--- src/rtl/uart_rx_async.sv ---
// uart_rx_async: 16x-oversampled asynchronous serial receiver.
//
// Recovers 7- or 8-bit frames with optional odd/even parity and one stop
// bit from an idle-high serial line. A received byte goes either to a
// holding register with a ready flag (RX_FIFO=0) or to an external FIFO
// through a one-clk active-low write strobe (RX_FIFO=1). Parity, framing
// and overrun errors are reported as sticky flags.
//
// Handshake: baud_clock is a one-clk enable; the receiver only advances on
// clk edges where it is high. Delivery is a single-clk event: rxrdy rises
// (or fifo_write_rx pulses low) on the clk edge of the stop-bit centre tick.
//
// Ports:
//   clk, reset        system clock, asynchronous active-high reset
//   baud_clock        16x baud enable pulse
//   rx                serial line (idles high)
//   bit8, parity_en,  frame format: 8/7 data bits, parity enable,
//   odd_n_even        odd(1)/even(0) parity
//   read_rx_byte      clears rxrdy (holding-register mode)
//   clear_err         clears the sticky error flags
//   fifo_full/_empty  external RX FIFO status (FIFO mode)
//   rx_byte, rxrdy    received data and availability
//   fifo_write_rx     active-low FIFO write strobe
//   parity_err, framing_err, overflow   sticky error flags
//   rx_state          debug view of the receive state machine
module uart_rx_async #(
  parameter int RX_FIFO     = 0,
  parameter int SYNC_STAGES = 2
) (
  input  logic       clk,
  input  logic       reset,
  input  logic       baud_clock,
  input  logic       rx,
  input  logic       bit8,
  input  logic       parity_en,
  input  logic       odd_n_even,
  input  logic       read_rx_byte,
  input  logic       clear_err,
  input  logic       fifo_full,
  input  logic       fifo_empty,
  output logic [7:0] rx_byte,
  output logic       rxrdy,
  output logic       fifo_write_rx,
  output logic       parity_err,
  output logic       framing_err,
  output logic       overflow,
  output logic [2:0] rx_state
);

  typedef enum logic [2:0] {
    RX_IDLE    = 3'd0,
    START_CHK  = 3'd1,
    DATA_BITS  = 3'd2,
    PARITY_BIT = 3'd3,
    STOP_BIT   = 3'd4
  } state_t;

  state_t                 state_q, state_d;
  logic [SYNC_STAGES-1:0] sync_q;
  logic                   rx_s;
  logic [3:0]             samp_q, samp_d;
  logic [2:0]             bit_cnt_q, bit_cnt_d;
  logic [7:0]             shift_q, shift_d;
  logic                   par_q, par_d;
  logic [7:0]             rx_byte_q, rx_byte_d;
  logic                   rxrdy_q, rxrdy_d;
  logic                   wr_n_q, wr_n_d;
  logic                   pe_q, pe_d, fe_q, fe_d, ov_q, ov_d;
  logic                   deliver, pe_set, fe_set, ov_set;
  logic                   samp_wrap, last_bit;

  // Metastability chain; resets to the idle level so reset release is not
  // mistaken for a start bit.
  always_ff @(posedge clk or posedge reset) begin
    if (reset) sync_q <= '1;
    else       sync_q <= {sync_q[SYNC_STAGES-2:0], rx};
  end

  assign rx_s      = sync_q[SYNC_STAGES-1];
  assign samp_wrap = (samp_q == 4'hF);
  assign last_bit  = bit8 ? (bit_cnt_q == 3'd7) : (bit_cnt_q == 3'd6);

  always_comb begin
    state_d   = state_q;
    samp_d    = samp_q;
    bit_cnt_d = bit_cnt_q;
    shift_d   = shift_q;
    par_d     = par_q;
    rx_byte_d = rx_byte_q;
    rxrdy_d   = rxrdy_q;
    wr_n_d    = 1'b1;
    deliver   = 1'b0;
    pe_set    = 1'b0;
    fe_set    = 1'b0;
    ov_set    = 1'b0;

    if (baud_clock) begin
      case (state_q)
        RX_IDLE: begin
          if (!rx_s) begin
            state_d   = START_CHK;
            samp_d    = 4'd0;
            bit_cnt_d = 3'd0;
            par_d     = 1'b0;
            // Cleared so bit 7 reads 0 in 7-bit mode.
            shift_d   = 8'h00;
          end
        end
        START_CHK: begin
          if (samp_q == 4'd7) begin
            if (!rx_s) begin
              state_d   = DATA_BITS;
              samp_d    = 4'd0;
              bit_cnt_d = 3'd0;
            end else begin
              state_d = RX_IDLE;
            end
          end else begin
            samp_d = samp_q + 4'd1;
          end
        end
        DATA_BITS: begin
          samp_d = samp_q + 4'd1;
          if (samp_wrap) begin
            shift_d[bit_cnt_q] = rx_s;
            par_d              = par_q ^ rx_s;
            bit_cnt_d          = bit_cnt_q + 3'd1;
            if (last_bit) state_d = parity_en ? PARITY_BIT : STOP_BIT;
          end
        end
        PARITY_BIT: begin
          samp_d = samp_q + 4'd1;
          if (samp_wrap) begin
            pe_set  = (rx_s != (odd_n_even ^ par_q));
            state_d = STOP_BIT;
          end
        end
        STOP_BIT: begin
          samp_d = samp_q + 4'd1;
          if (samp_wrap) begin
            fe_set  = !rx_s;
            deliver = 1'b1;
            // Back to idle at the stop-bit centre so a following start
            // bit is caught without losing half a bit.
            state_d = RX_IDLE;
          end
        end
        default: state_d = RX_IDLE;
      endcase
    end

    if (RX_FIFO == 0) begin
      if (deliver) begin
        rx_byte_d = shift_q;
        rxrdy_d   = 1'b1;
        ov_set    = rxrdy_q && !read_rx_byte;
      end else if (read_rx_byte) begin
        rxrdy_d = 1'b0;
      end
    end else begin
      rxrdy_d = !fifo_empty;
      if (deliver) begin
        if (fifo_full) begin
          ov_set = 1'b1;
        end else begin
          rx_byte_d = shift_q;
          wr_n_d    = 1'b0;
        end
      end
    end

    // A set in the same clk as clear_err wins.
    pe_d = pe_set | (pe_q & ~clear_err);
    fe_d = fe_set | (fe_q & ~clear_err);
    ov_d = ov_set | (ov_q & ~clear_err);
  end

  always_ff @(posedge clk or posedge reset) begin
    if (reset) begin
      state_q   <= RX_IDLE;
      samp_q    <= 4'd0;
      bit_cnt_q <= 3'd0;
      shift_q   <= 8'h00;
      par_q     <= 1'b0;
      rx_byte_q <= 8'h00;
      rxrdy_q   <= 1'b0;
      wr_n_q    <= 1'b1;
      pe_q      <= 1'b0;
      fe_q      <= 1'b0;
      ov_q      <= 1'b0;
    end else begin
      state_q   <= state_d;
      samp_q    <= samp_d;
      bit_cnt_q <= bit_cnt_d;
      shift_q   <= shift_d;
      par_q     <= par_d;
      rx_byte_q <= rx_byte_d;
      rxrdy_q   <= rxrdy_d;
      wr_n_q    <= wr_n_d;
      pe_q      <= pe_d;
      fe_q      <= fe_d;
      ov_q      <= ov_d;
    end
  end

  assign rx_byte       = rx_byte_q;
  assign rxrdy         = rxrdy_q;
  assign fifo_write_rx = wr_n_q;
  assign parity_err    = pe_q;
  assign framing_err   = fe_q;
  assign overflow      = ov_q;
  assign rx_state      = state_q;

endmodule

--- config.mk ---
export PLATFORM = sky130hd
export DESIGN_NAME = uart_rx_async
export DESIGN_NICKNAME = d
export VERILOG_FILES = /design/src/rtl/uart_rx_async.sv
export SDC_FILE = /design/constraint.sdc
export NUM_CORES = 1
export LEC_CHECK = 0
export CORE_ASPECT_RATIO = 1.75
export CORE_MARGIN = 1.5
export CORE_UTILIZATION = 45
export DETAILED_ROUTE_END_ITERATION = 10
export GPL_ROUTABILITY_DRIVEN = 0
export PLACE_DENSITY = 0.81
export RECOVER_POWER = 25
export SLEW_MARGIN = 20
export SYNTH_ARGS = -nofsm -noshare
export SYNTH_HDL_FRONTEND = slang
export SYNTH_SLANG_ARGS = --single-unit
--- constraint.sdc ---
create_clock -name clk -period 2 [get_ports clk]
set_input_delay 0.2 -clock clk [delete_from_list [all_inputs] [get_ports clk]]
set_output_delay 0.2 -clock clk [all_outputs]
set_load 0.03 [all_outputs]
==> summary by stage, run 1 <==
Status
The run finished with clean final reports.

Critical path
The critical path in this run is classified as reg -> out. The delay of the slowest critical-path stage is 760 ps. The critical path startpoint category is a flop.

Counting both buffers and inverters, the worst setup path holds a total of 1. Among cell families on the critical path, the largest total delay comes from buffers and inverters. Traced cell by cell, the critical path runs through clkdlybuf4s50_1.

The critical path required time is 1800 ps. In this run the worst setup path begins at rx_state[1]. The sort of element at the end of the critical path is an output port. The largest fanout on the critical path is 15. The largest individual stage delay along the critical path comes from the cell clkdlybuf4s50_1.

The critical register-to-register path startpoint is samp_q[0]. For the worst setup path, the data arrival time is 1680 ps.

Timing
Setup violations remaining at the end of the flow were counted as 0. Hold timing on the final database bottoms out at a slack of 360 ps. The headroom to the max-slew limit is 41.0%. The number of hold violations in the final report was 0.

Setup repair after global routing left no endpoint under its margin. The clock skew is 10.4 ps. The worst path uses 94.0% of the clock period. The worst path in the final design needs a cycle of 1880 ps, including I/O delays and setup. For the pin with the worst max-slew slack, the measured transition is 883 ps. The final number of max-transition violations is 0. After routing, the total negative slack on setup checks comes to 0 ps. Derived from the worst setup path, the maximum achievable clock frequency is 532 MHz.

Global route
The initial antenna violation count is 0. The first global-routing pass estimated 6380 um of wire. The pin count of the biggest net entering global routing is 20. The global-route usage over all layers is 19.2%. After global routing the overflow that remains totals 0.

The number of global-route vias before repair is 1,395.

Logic synthesis
The share of synthesized registers carrying an async set or reset is 100%. The dominant synthesized flop cell is dfrtp_1. The post-synth net total is 196. The Yosys warning count is 0. The netlist uses 49 different library cells. The synthesized design contains 0 enable-type register cells. The instance count of the mapped netlist is 183. The mean cell area of the mapped netlist is 9.59 sq um. The part of the Yosys area used for sequential elements is 47.2%.

The netlist area before placement is 0.00176 sq mm. The synthesized flop and latch total is 33.

Power
Across the VDD grid, the largest voltage drop is 0.665 mV. The clock network power share is 39.0%. The share of total power consumed by net switching is 27.0%. The combinational share of power is 15.1%. The share of power burned in registers is 45.9%. The total power divided by cell area is 778 mW/mm^2. The static leakage power is 0.977 nW. The net switching power is 0.451 mW. The internal power of the cells totals 1.22 mW.

Die
The total number of placement rows is 29. The die footprint is 0.00430 sq mm. The die is 85.6 um tall. The number of top-level pins is 27. In this run the horizontal extent of the chip is 50.2 um. For this configuration, the core starts out at a cell density of 47.9%. The placeable core area is 0.00366 sq mm.

Final layout
The final instance count without filler cells is 256. The fraction of layout instances using a drive strength above 1 is 16.2%. Leaving out fill and tap cells, the most frequent cells in the layout are nand2_1, dfrtp_1, clkdlybuf4s50_1. From synthesis to final layout, the design area changed by 22.5%. The count of antenna diodes in the layout is 0.

Leaving out fill and tap cells, the most frequent cell in the layout is nand2_1. The final non-filler cell area is 0.00215 sq mm. The utilization after layout is 58.7%. The final layout contains 222 nets.

CTS
The deepest level of the CTS H-tree is 2. The post-cts hold buffer count is 0. The number of clock buffers inserted by TritonCTS is 5. The clock passes through at most 2 buffers. The clock transition at the registers of the reported paths is 70 ps. The post-cts repair resize count is 0. After clock tree synthesis, the setup repair step added 0 buffers. The CTS tree is built. The cell sitting at the root of the clock tree is a clkbuf_8. Counting every sink on the clock net gives 33. Clock latency on the worst-skew pair, taken at its later pin, is 290 ps.

Drt
After the first detailed-routing iteration, the DRC count stood at 52. The wire length on met3 is 153 um. After detailed routing, the wire length on met1 is 1430 um. The routed length per placed instance is 14.1 um. The first-pass iteration count of the detailed router is 4. Signal routing reaches up to met4. The routed layout has 1,451 vias. In the routed layout, each cell is associated on average with a via count of 5.67. The total DRC errors in the routed layout is 0. The detail route stage leaves a number of antenna-violating nets equal to 0.

The met2 wire length is 1930 um. Summed over all layers, the routed wires come to 3600 um.

Placed design
The wire-length estimate of the detail-placed layout is 2600 um. The number of placed cells counting well taps is 248. The count of input and output buffers is 23. In this run the cell area measured after placement is 0.00204 sq mm.

Job
The count of max-cap constraint violations is 0.

Min path
The path class of the lowest-slack min-delay path is reg -> reg. The worst min-delay path startpoint is sync_q[0].
==> cell type report <==
class / instances / area, sq um
Tap cell: 46 / 57.6
Sequential cell: 33 / 828
Clock buffer: 6 / 82.6
Inverter: 10 / 37.5
Multi-Input combinational cell: 128 / 812
Clock inverter: 2 / 37.5
Timing Repair Buffer: 31 / 295
Fill cell: 324 / 1510
==> power groups by stage <==
stage | sequential, mW | combinational (mW) | clock, mW
after global routing | 0.776 | 0.285 | 0.700
final | 0.768 | 0.253 | 0.653
after global placement | 0.777 | 0.246 | 0
after detailed placement | 0.781 | 0.256 | 0
after CTS | 0.768 | 0.257 | 0.664
after floorplan | 0.750 | 0.216 | 0
==> synth_stat cells, types with 2 or more instances <==
master | count | area share [%]
o21ai_0 | 16 | 4.6
buf_6 | 2 | 1.3
o31ai_1 | 4 | 1.7
o41ai_2 | 3 | 2.8
buf_2 | 5 | 1.4
nand2_1 | 34 | 7.3
nand3_1 | 6 | 1.7
nand4_1 | 2 | 0.71
dfrtp_1 | 31 | 44
buf_4 | 3 | 1.3
a31oi_1 | 6 | 2.1
ha_1 | 2 | 1.4
inv_1 | 9 | 1.9
xnor2_1 | 2 | 1.0
nor2_1 | 10 | 2.1
clkbuf_1 | 2 | 0.43
o22ai_1 | 4 | 1.4
or3_1 | 2 | 0.71
dfstp_2 | 2 | 3.0
a21oi_1 | 6 | 1.7
a22o_1 | 3 | 1.5
o21ai_1 | 2 | 0.57
==> stage by stage <==
step	power [mW]	setup WS, ps
floorplan	0.966	325
global placement	1.02	202
detailed placement	1.04	214
CTS	1.69	108
global route	1.76	39.4
finish	1.67	119
==> flip-flops by register name (all words and copies together) (netlist names) <==
| register | flops |
|---|---|
| rx_byte | 8 |
| shift_q | 8 |
| samp_q | 4 |
| bit_cnt_q | 3 |
| rx_state | 3 |
| sync_q | 2 |
| framing_err | 1 |
| overflow | 1 |
| par_q | 1 |
| parity_err | 1 |
| rxrdy | 1 |
==> logic make-up after synthesis <==
kind of cell / after synthesis / synth area share, %
flip-flops: 33 / 47.2
AND/OR/NAND/NOR: 66 / 20.1
other: 1 / 0.214
multiplexers: 3 / 2.07
adder cells (fa/ha/maj): 2 / 1.43
XOR/XNOR: 3 / 1.50
AO/OA/AOI/OAI: 53 / 21.0
buffers and inverters: 22 / 6.56
==> final timing paths <==
path,cells past startpoint,slack (ps),end
setup / recovery,1,120,rx_state[1]
hold / removal,0,360,sync_q[1]
setup reg to reg,6,230,bit_cnt_q[0]
hold reg to reg,0,360,sync_q[1]
max in group asynchronous,3,370,shift_q[0]
min in group asynchronous,2,390,rx_byte[6]
==> metal layers <==
| layer | GRT usage [%] | vias up |
|---|---|---|
| li1 | - | 704 |
| met1 | 22.6 | 699 |
| met2 | 32.3 | 40 |
| met3 | 3.83 | 8 |
| met4 | 9.85 | 0 |
| met5 | 0 | - |
No activity file was read; power rests on OpenSTA's default activity.
==> inputs of run 2 (changes only) <==
- ABC_AREA: not set -> 1
- CORE_ASPECT_RATIO: 1.75 -> not set
- PLACE_DENSITY: 0.81 -> 0.8
- REMOVE_ABC_BUFFERS: not set -> 1
==> summary by stage, run 2 <==
Critical path
The critical path startpoint category is a flop. The critical path data arrival time came to 1690 ps (about the same). The sort of element at the end of the critical path is an output port. The critical path goes through clkdlybuf4s50_1.

The buffer and inverter count on the worst path is 1 (unchanged). The delay of the slowest critical-path stage was 760 ps (about the same). The worst setup path is of the reg -> out kind.

The critical path required time is 1800 ps (about the same). The cell at the slowest stage of the critical path is clkdlybuf4s50_1. The largest fanout on the critical path is 10 (-5). The category of cells accounting for the largest share of critical-path delay is buffers and inverters.

CTS
The deepest level of the CTS H-tree came to 2 (unchanged). The number of buffers added for setup after CTS is 0 (unchanged). The number of clock buffers inserted by TritonCTS is 5 (unchanged).

The clock latency of the later-clocked register in the worst-skew pair is 290 ps (about the same). The post-cts repair resize count is 0 (unchanged). The CTS tree is built.

The post-cts hold buffer count came to 0 (unchanged). The clock transition at the registers of the reported paths was 70 ps (about the same). The clock root buffer master is clkbuf_8.

The count of clock tree sinks was 33 (unchanged). The buffer depth of the longest clock path is 2 (unchanged).

Drt
The total DRC errors in the routed layout is 0 (unchanged). The number of nets still failing antenna checks after routing came to 0 (unchanged). The number of vias after detailed routing is 1,572 (+8.3%). The detailed-route wire length is 3580 um (-0.42%). The routed length per placed instance was 11.5 um (-18%). The number of DRC markers after the initial detailed-route iteration is 110 (+110%). The first-pass iteration count of the detailed router is 4 (unchanged). The average via count per standard cell came to 5.05 (-11%).

Final layout
Leaving out fill and tap cells, the most frequent cells in the layout are nand2_1, dfrtp_1, nand3_1. Compared with the post-synthesis result, the final layout area differs by 17.9%. The count of nets after finishing is 273 (+23%).

Leaving out fill and tap cells, the most frequent cell in the layout is nand2_1. The fraction of layout instances using a drive strength above 1 is 14.9% (-1.2 points). The count of antenna diodes in the layout came to 0 (unchanged). The final instance count without filler cells came to 311 (+21%).

Global route
The global-route wire length before repair is 6220 um (-2.4%). The number of global-route vias before repair came to 1,442 (+3.4%). The initial antenna violation count was 0 (unchanged).

The pin count of the biggest net entering global routing is 22 (+10%). The sum of overflow across all layers after global routing was 0 (unchanged). The global-route usage over all layers was 18.0% (-1.2 points).

Logic synthesis
The simple-gate area share of the yosys netlist is 34.6% (+14 points). The share of synthesized registers carrying an async set or reset is 100% (unchanged). The netlist area before placement came to 0.00190 sq mm (+8.4%). The instance count of the mapped netlist came to 239 (+31%).

By area, the combinational part of the netlist is dominated by simple AND/OR/NAND/NOR gates. The top-area cell type share of the netlist area is 40.8% (-3.4 points). The synthesized design spends more area on one cell type than any other, namely dfrtp_1. The fraction of the mapped netlist area in compound gates is 8.48% (-12 points). The number of distinct library cells after synthesis was 31 (-37%). The mean cell area of the mapped netlist came to 7.96 sq um (-17%). The Yosys warning count was 0 (unchanged). The number of flops mapped to enable cells by yosys is 0 (unchanged). The post-synthesis share of cell area spent on full adders, half adders and majority gates came to 1.31% (-0.11 points). The part of the Yosys area used for sequential elements is 43.5% (-3.7 points).

The fraction of synthesized area in multiplexers is 0% (-2.1 points). nand2_1 is the most common cell in the netlist. The xor-xnor portion of the synthesized cell area is 1.84% (+0.34 points). In the synthesized netlist, the cells that appear most often are nand2_1, dfrtp_1, nand3_1.

The dominant synthesized flop cell is dfrtp_1. Yosys attributes the largest share of cell area to dfrtp_1, nand2_1, nand3_1. The synthesized flop and latch total is 33 (unchanged).

Power
The total power divided by cell area came to 1090 mW/mm^2 (+39%). The power after layout was 2.44 mW (+46%). The maximum vdd ir drop was 0.540 mV (-19%). The static leakage power is 1.01 nW (+3.6%).

Timing
Setup repair after global routing left no endpoint under its margin. The headroom to the max-slew limit is 40.0% (-0.99 points). The final total negative setup slack is 0 ps (unchanged). The slew at the pin closest to its max-slew limit came to 900 ps (+16.3 ps). The part of the cycle the worst path needs came to 94.3% (+0.22 points). The final number of setup-violating endpoints is 0 (unchanged). The final number of max-transition violations came to 0 (unchanged). The number of hold violations in the final report is 0 (unchanged).

The final critical delay including setup and external delays was 1890 ps (+4.37 ps). The clock skew was 5.67 ps (-4.76 ps). The maximum clock rate came to 530 MHz (-0.23%).

Die
The starting density of the core is 47.2% (-0.66 points). The width of the die is 68.0 um (+35%). The placeable core area is 0.00403 sq mm (+9.9%). The floorplan die height is 68.0 um (-21%).

The number of top-level pins is 27 (unchanged). The die footprint is 0.00463 sq mm (+7.6%). The total number of placement rows is 23 (-21%).

Min path
The path class of the lowest-slack min-delay path is reg -> reg.

Placed design
The number of placed cells counting well taps is 303 (+22%). The half-perimeter wire length of the detailed placement result is 2580 um (-0.96%). The count of input and output buffers came to 23 (unchanged).

Status
The run finished with clean final reports.

Job
The count of max-cap constraint violations is 0 (unchanged).
-- run 2: cell count changes after synthesis, moves of 6 or more --
| cell | previous run | this run |
|---|---|---|
| nand2_1 | 34 | 76 |
| nand3_1 | 6 | 26 |
| o21ai_0 | 16 | 2 |
| inv_1 | 9 | 22 |
| o21ai_1 | 2 | 11 |
| o21ai_2 | 0 | 7 |
| a31oi_1 | 6 | 0 |
-- run 2: per-layer routing --
metal  up-vias  share of wire (%)  global-route usage, %
li1        803                  -                      -
met1       730                 48                   21.5
met2        33                 47                   29.7
met3         6                4.1                   6.09
met4         0                1.4                   7.00
met5         -                  0                      0
-- run 2: metrics by stage --
step / hold slack [ps] / util, % / instance area [sq um] / setup WS, ps
floorplan: 204 / - / 1820 / 434
global placement: 346 / 53.0 / 2140 / 425
detailed placement: 351 / 53.0 / 2140 / 380
CTS: 298 / 55.9 / 2250 / 108
global route: 365 / 55.7 / 2240 / 43.0
finish: 364 / 55.7 / 2240 / 115
-- run 2: logic make-up (layout without fill, tap and decap cells) --
| group | after synthesis | count (layout) |
|---|---|---|
| AO/OA/AOI/OAI | 25 | 25 |
| AND/OR/NAND/NOR | 136 | 136 |
| other | 1 | 1 |
| XOR/XNOR | 4 | 4 |
| buffers and inverters | 38 | 60 |
| adder cells (fa/ha/maj) | 2 | 2 |
| flip-flops | 33 | 33 |
-- run 2: final timing paths --
kind | startpoint | endpoint | slack (ps) | depth (start not counted)
max | rx_state[0] | rx_state[0] | 110 | 1
min in group asynchronous | reset | rx_state[2] | 380 | 2
max in group asynchronous | reset | rx_byte[1] | 320 | 3
min | sync_q[0] | sync_q[1] | 360 | 0
min reg2reg | sync_q[0] | sync_q[1] | 360 | 0
max reg2reg | rx_state[1] | rx_state[0] | 380 | 6
-- run 2: final cells by class --
cell class | count | area, sq um
fill | 392 | 1780
multi-input combinational | 168 | 883
sequential | 33 | 828
timing repair buffer | 25 | 250
inverter | 27 | 104
clock buffer | 7 | 86.3
tap | 50 | 62.6
clock inverter | 1 | 30.0
-- run 2: power by group --
group | internal (mW) | switching [mW] | leakage, nW
logic | 0.322 | 0.571 | 0.507
clock network | 0.406 | 0.240 | 0.0585
registers | 0.746 | 0.151 | 0.447
total | 1.47 | 0.962 | 1.01
==> inputs of run 3 (changes only) <==
- CAP_MARGIN: not set -> 20
- CTS_BUF_LIST: not set -> sky130_fd_sc_hd__clkbuf_4
==> summary by stage, run 3 (synthesis results as in run 2) <==
Final layout
The final instance count without filler cells is 311 (unchanged). The utilization after layout is 54.8% (-0.87 points). In the layout the commonest cells are nand2_1, dfrtp_1, nand3_1.

The fraction of layout instances using a drive strength above 1 is 15.7% (+0.77 points). The number of inserted filler cells in the final layout is 393 (+0.26%). The area overhead of the layout relative to synthesis is 16.1%. The count of antenna diodes in the layout is 0 (unchanged). The final non-filler cell area is 0.00221 sq mm (-1.6%). The leading cell type in the layout, fill and taps excluded is nand2_1. The count of nets after finishing is 273 (unchanged).

Drt
The number of nets still failing antenna checks after routing was 0 (unchanged). The number of DRC markers after the initial detailed-route iteration was 98 (-11%). The number of vias after detailed routing came to 1,571 (-0.064%). The total DRC errors in the routed layout is 0 (unchanged). The average via count per standard cell came to 5.05 (about the same). The first-pass iteration count of the detailed router is 4 (unchanged).

The routed length per placed instance is 11.4 um (-0.70%). The detailed-route wire length was 3560 um (-0.70%).

Timing
The headroom to the max-slew limit is 40.1% (+0.084 points). The final total negative setup slack is 0 ps (unchanged). The final number of max-transition violations was 0 (unchanged). The maximum clock rate came to 549 MHz (+3.4%). The clock skew came to 11.7 ps (+6.04 ps). The final number of setup-violating endpoints is 0 (unchanged). The part of the cycle the worst path needs is 91.1% (-3.1 points). The final critical delay including setup and external delays is 1820 ps (-62.8 ps).

Setup repair after global routing left no endpoint under its margin. The slew at the pin closest to its max-slew limit is 898 ps (-1.26 ps). The number of hold violations in the final report is 0 (unchanged).

Critical path
The critical path data arrival time is 1620 ps (-70 ps). The sort of element at the end of the critical path is an output port. The worst setup path is of the reg -> out kind.

The most critical setup path has its startpoint at rx_state[2]. The kind of cell with the highest combined delay along the critical path is buffers and inverters. The buffer and inverter count on the worst path was 1 (unchanged). The critical path required time is 1800 ps (about the same).

The number of logic stages on the critical path including buffering is 1 (unchanged). The largest fanout on the critical path is 6 (-4). The depth of the most critical reg-to-reg path is 7 (+1). The critical register-to-register path startpoint is samp_q[0]. The critical path goes through clkdlybuf4s50_1. The slowest stage of the critical path belongs to the cell clkdlybuf4s50_1. The critical path startpoint category is a flop.

The delay of the slowest critical-path stage was 730 ps (-30 ps).

Placed design
The standard cell area after detailed placement was 0.00214 sq mm (unchanged). The number of placed cells counting well taps was 303 (unchanged). The half-perimeter wire length of the detailed placement result is 2580 um (unchanged). The count of input and output buffers is 23 (unchanged).

Die
The placeable core area is 0.00403 sq mm (unchanged). The starting density of the core came to 47.2% (unchanged). The die footprint is 0.00463 sq mm (unchanged). The total number of placement rows is 23 (unchanged). The width of the die is 68.0 um (unchanged).

The floorplan die height is 68.0 um (unchanged). The number of top-level pins is 27 (unchanged).

CTS
The clock transition at the registers of the reported paths is 110 ps (+40 ps). The CTS tree is built. The post-cts repair resize count is 0 (unchanged). The count of clock tree sinks was 33 (unchanged). The number of buffers added for setup after CTS is 0 (unchanged).

The clock latency of the later-clocked register in the worst-skew pair is 340 ps (+50 ps). Clock tree synthesis selected as its root buffer the cell clkbuf_4. The post-cts hold buffer count is 0 (unchanged).

The buffer depth of the longest clock path is 2 (unchanged). The deepest level of the CTS H-tree is 2 (unchanged). The number of clock buffers inserted by TritonCTS was 5 (unchanged).

Power
The cell internal power dissipation is 1.34 mW (-8.8%). The maximum vdd ir drop is 0.538 mV (-0.23%). The share of power burned in registers is 39.3% (+2.5 points). The share of total power consumed by net switching is 41.3% (+1.8 points). The net switching power was 0.944 mW (-1.8%).

The total power divided by cell area came to 1040 mW/mm^2 (-4.5%). The power after layout came to 2.29 mW (-6.0%). The clock network power share was 21.6% (-4.9 points).

The combinational share of power was 39.1% (+2.4 points). The static leakage power is 0.994 nW (-1.8%).

Status
The run finished with clean final reports.

Job
The count of max-cap constraint violations came to 0 (unchanged).

Global route
The pin count of the biggest net entering global routing is 22 (unchanged). The global-route usage over all layers is 17.7% (-0.24 points). The sum of overflow across all layers after global routing is 0 (unchanged).

The number of global-route vias before repair is 1,453 (+0.76%). The initial antenna violation count is 0 (unchanged). The global-route wire length before repair is 6180 um (-0.77%).

Min path
In this run the worst hold path is classified as in -> async.
==> run 3: cell count changes in the layout (fill, tap and decap cells not counted), sizes merged <==
cell / before / now
clkbuf: 7 / 6
clkinv: 0 / 1
==> run 3: path summary, 6_finish.rpt <==
kind	slack (ps)	end
hold / removal	320	rx_state[2]
setup reg to reg	400	shift_q[1]
setup / recovery	180	rx_state[2]
hold reg to reg	380	sync_q[1]
min in group clk	380	sync_q[1]
max in group asynchronous	370	shift_q[0]
==> run 3: routing by layer <==
| metal | global-route usage (%) | routed length (um) |
|---|---|---|
| met5 | 0 | 0 |
| met4 | 7.75 | 85 |
| met3 | 5.10 | 168 |
| met2 | 30.0 | 1680 |
| met1 | 20.9 | 1620 |
==> run 3: power groups by stage <==
stage	registers [mW]	logic (mW)	clock network [mW]
after floorplan	0.921	0.642	0
after global placement	0.900	0.870	0
after detailed placement	0.906	0.895	0
after CTS	0.895	0.900	0.510
after global routing	0.915	1.02	0.536
final	0.900	0.894	0.495
==> run 3: final cells by class <==
class,count,area [sq um],area share [%]
Clock inverter,2,33.8,1.53
Tap cell,50,62.6,2.83
Sequential cell,33,831,37.6
Timing Repair Buffer,25,250,11.3
Clock buffer,6,45.0,2.04
Multi-Input combinational cell,168,883,40.0
Inverter,27,104,4.70
==> run 3: worst reg2reg max path: cells and delay by family (launching register included) <==
| family | cells | cell delay (ps) |
|---|---|---|
| AND/OR/NAND/NOR | 3 | 320 |
| AO/OA/AOI/OAI | 2 | 340 |
| flip-flops | 1 | 400 |
| adder cells (fa/ha/maj) | 1 | 230 |
| buffers and inverters | 1 | 200 |
==> run 3: per-stage QoR <==
stage               hold slack, ps  setup WS (ps)
floorplan                      204            434
global placement               346            425
detailed placement             351            380
CTS                            240           38.9
global route                   352            106
finish                         323            178
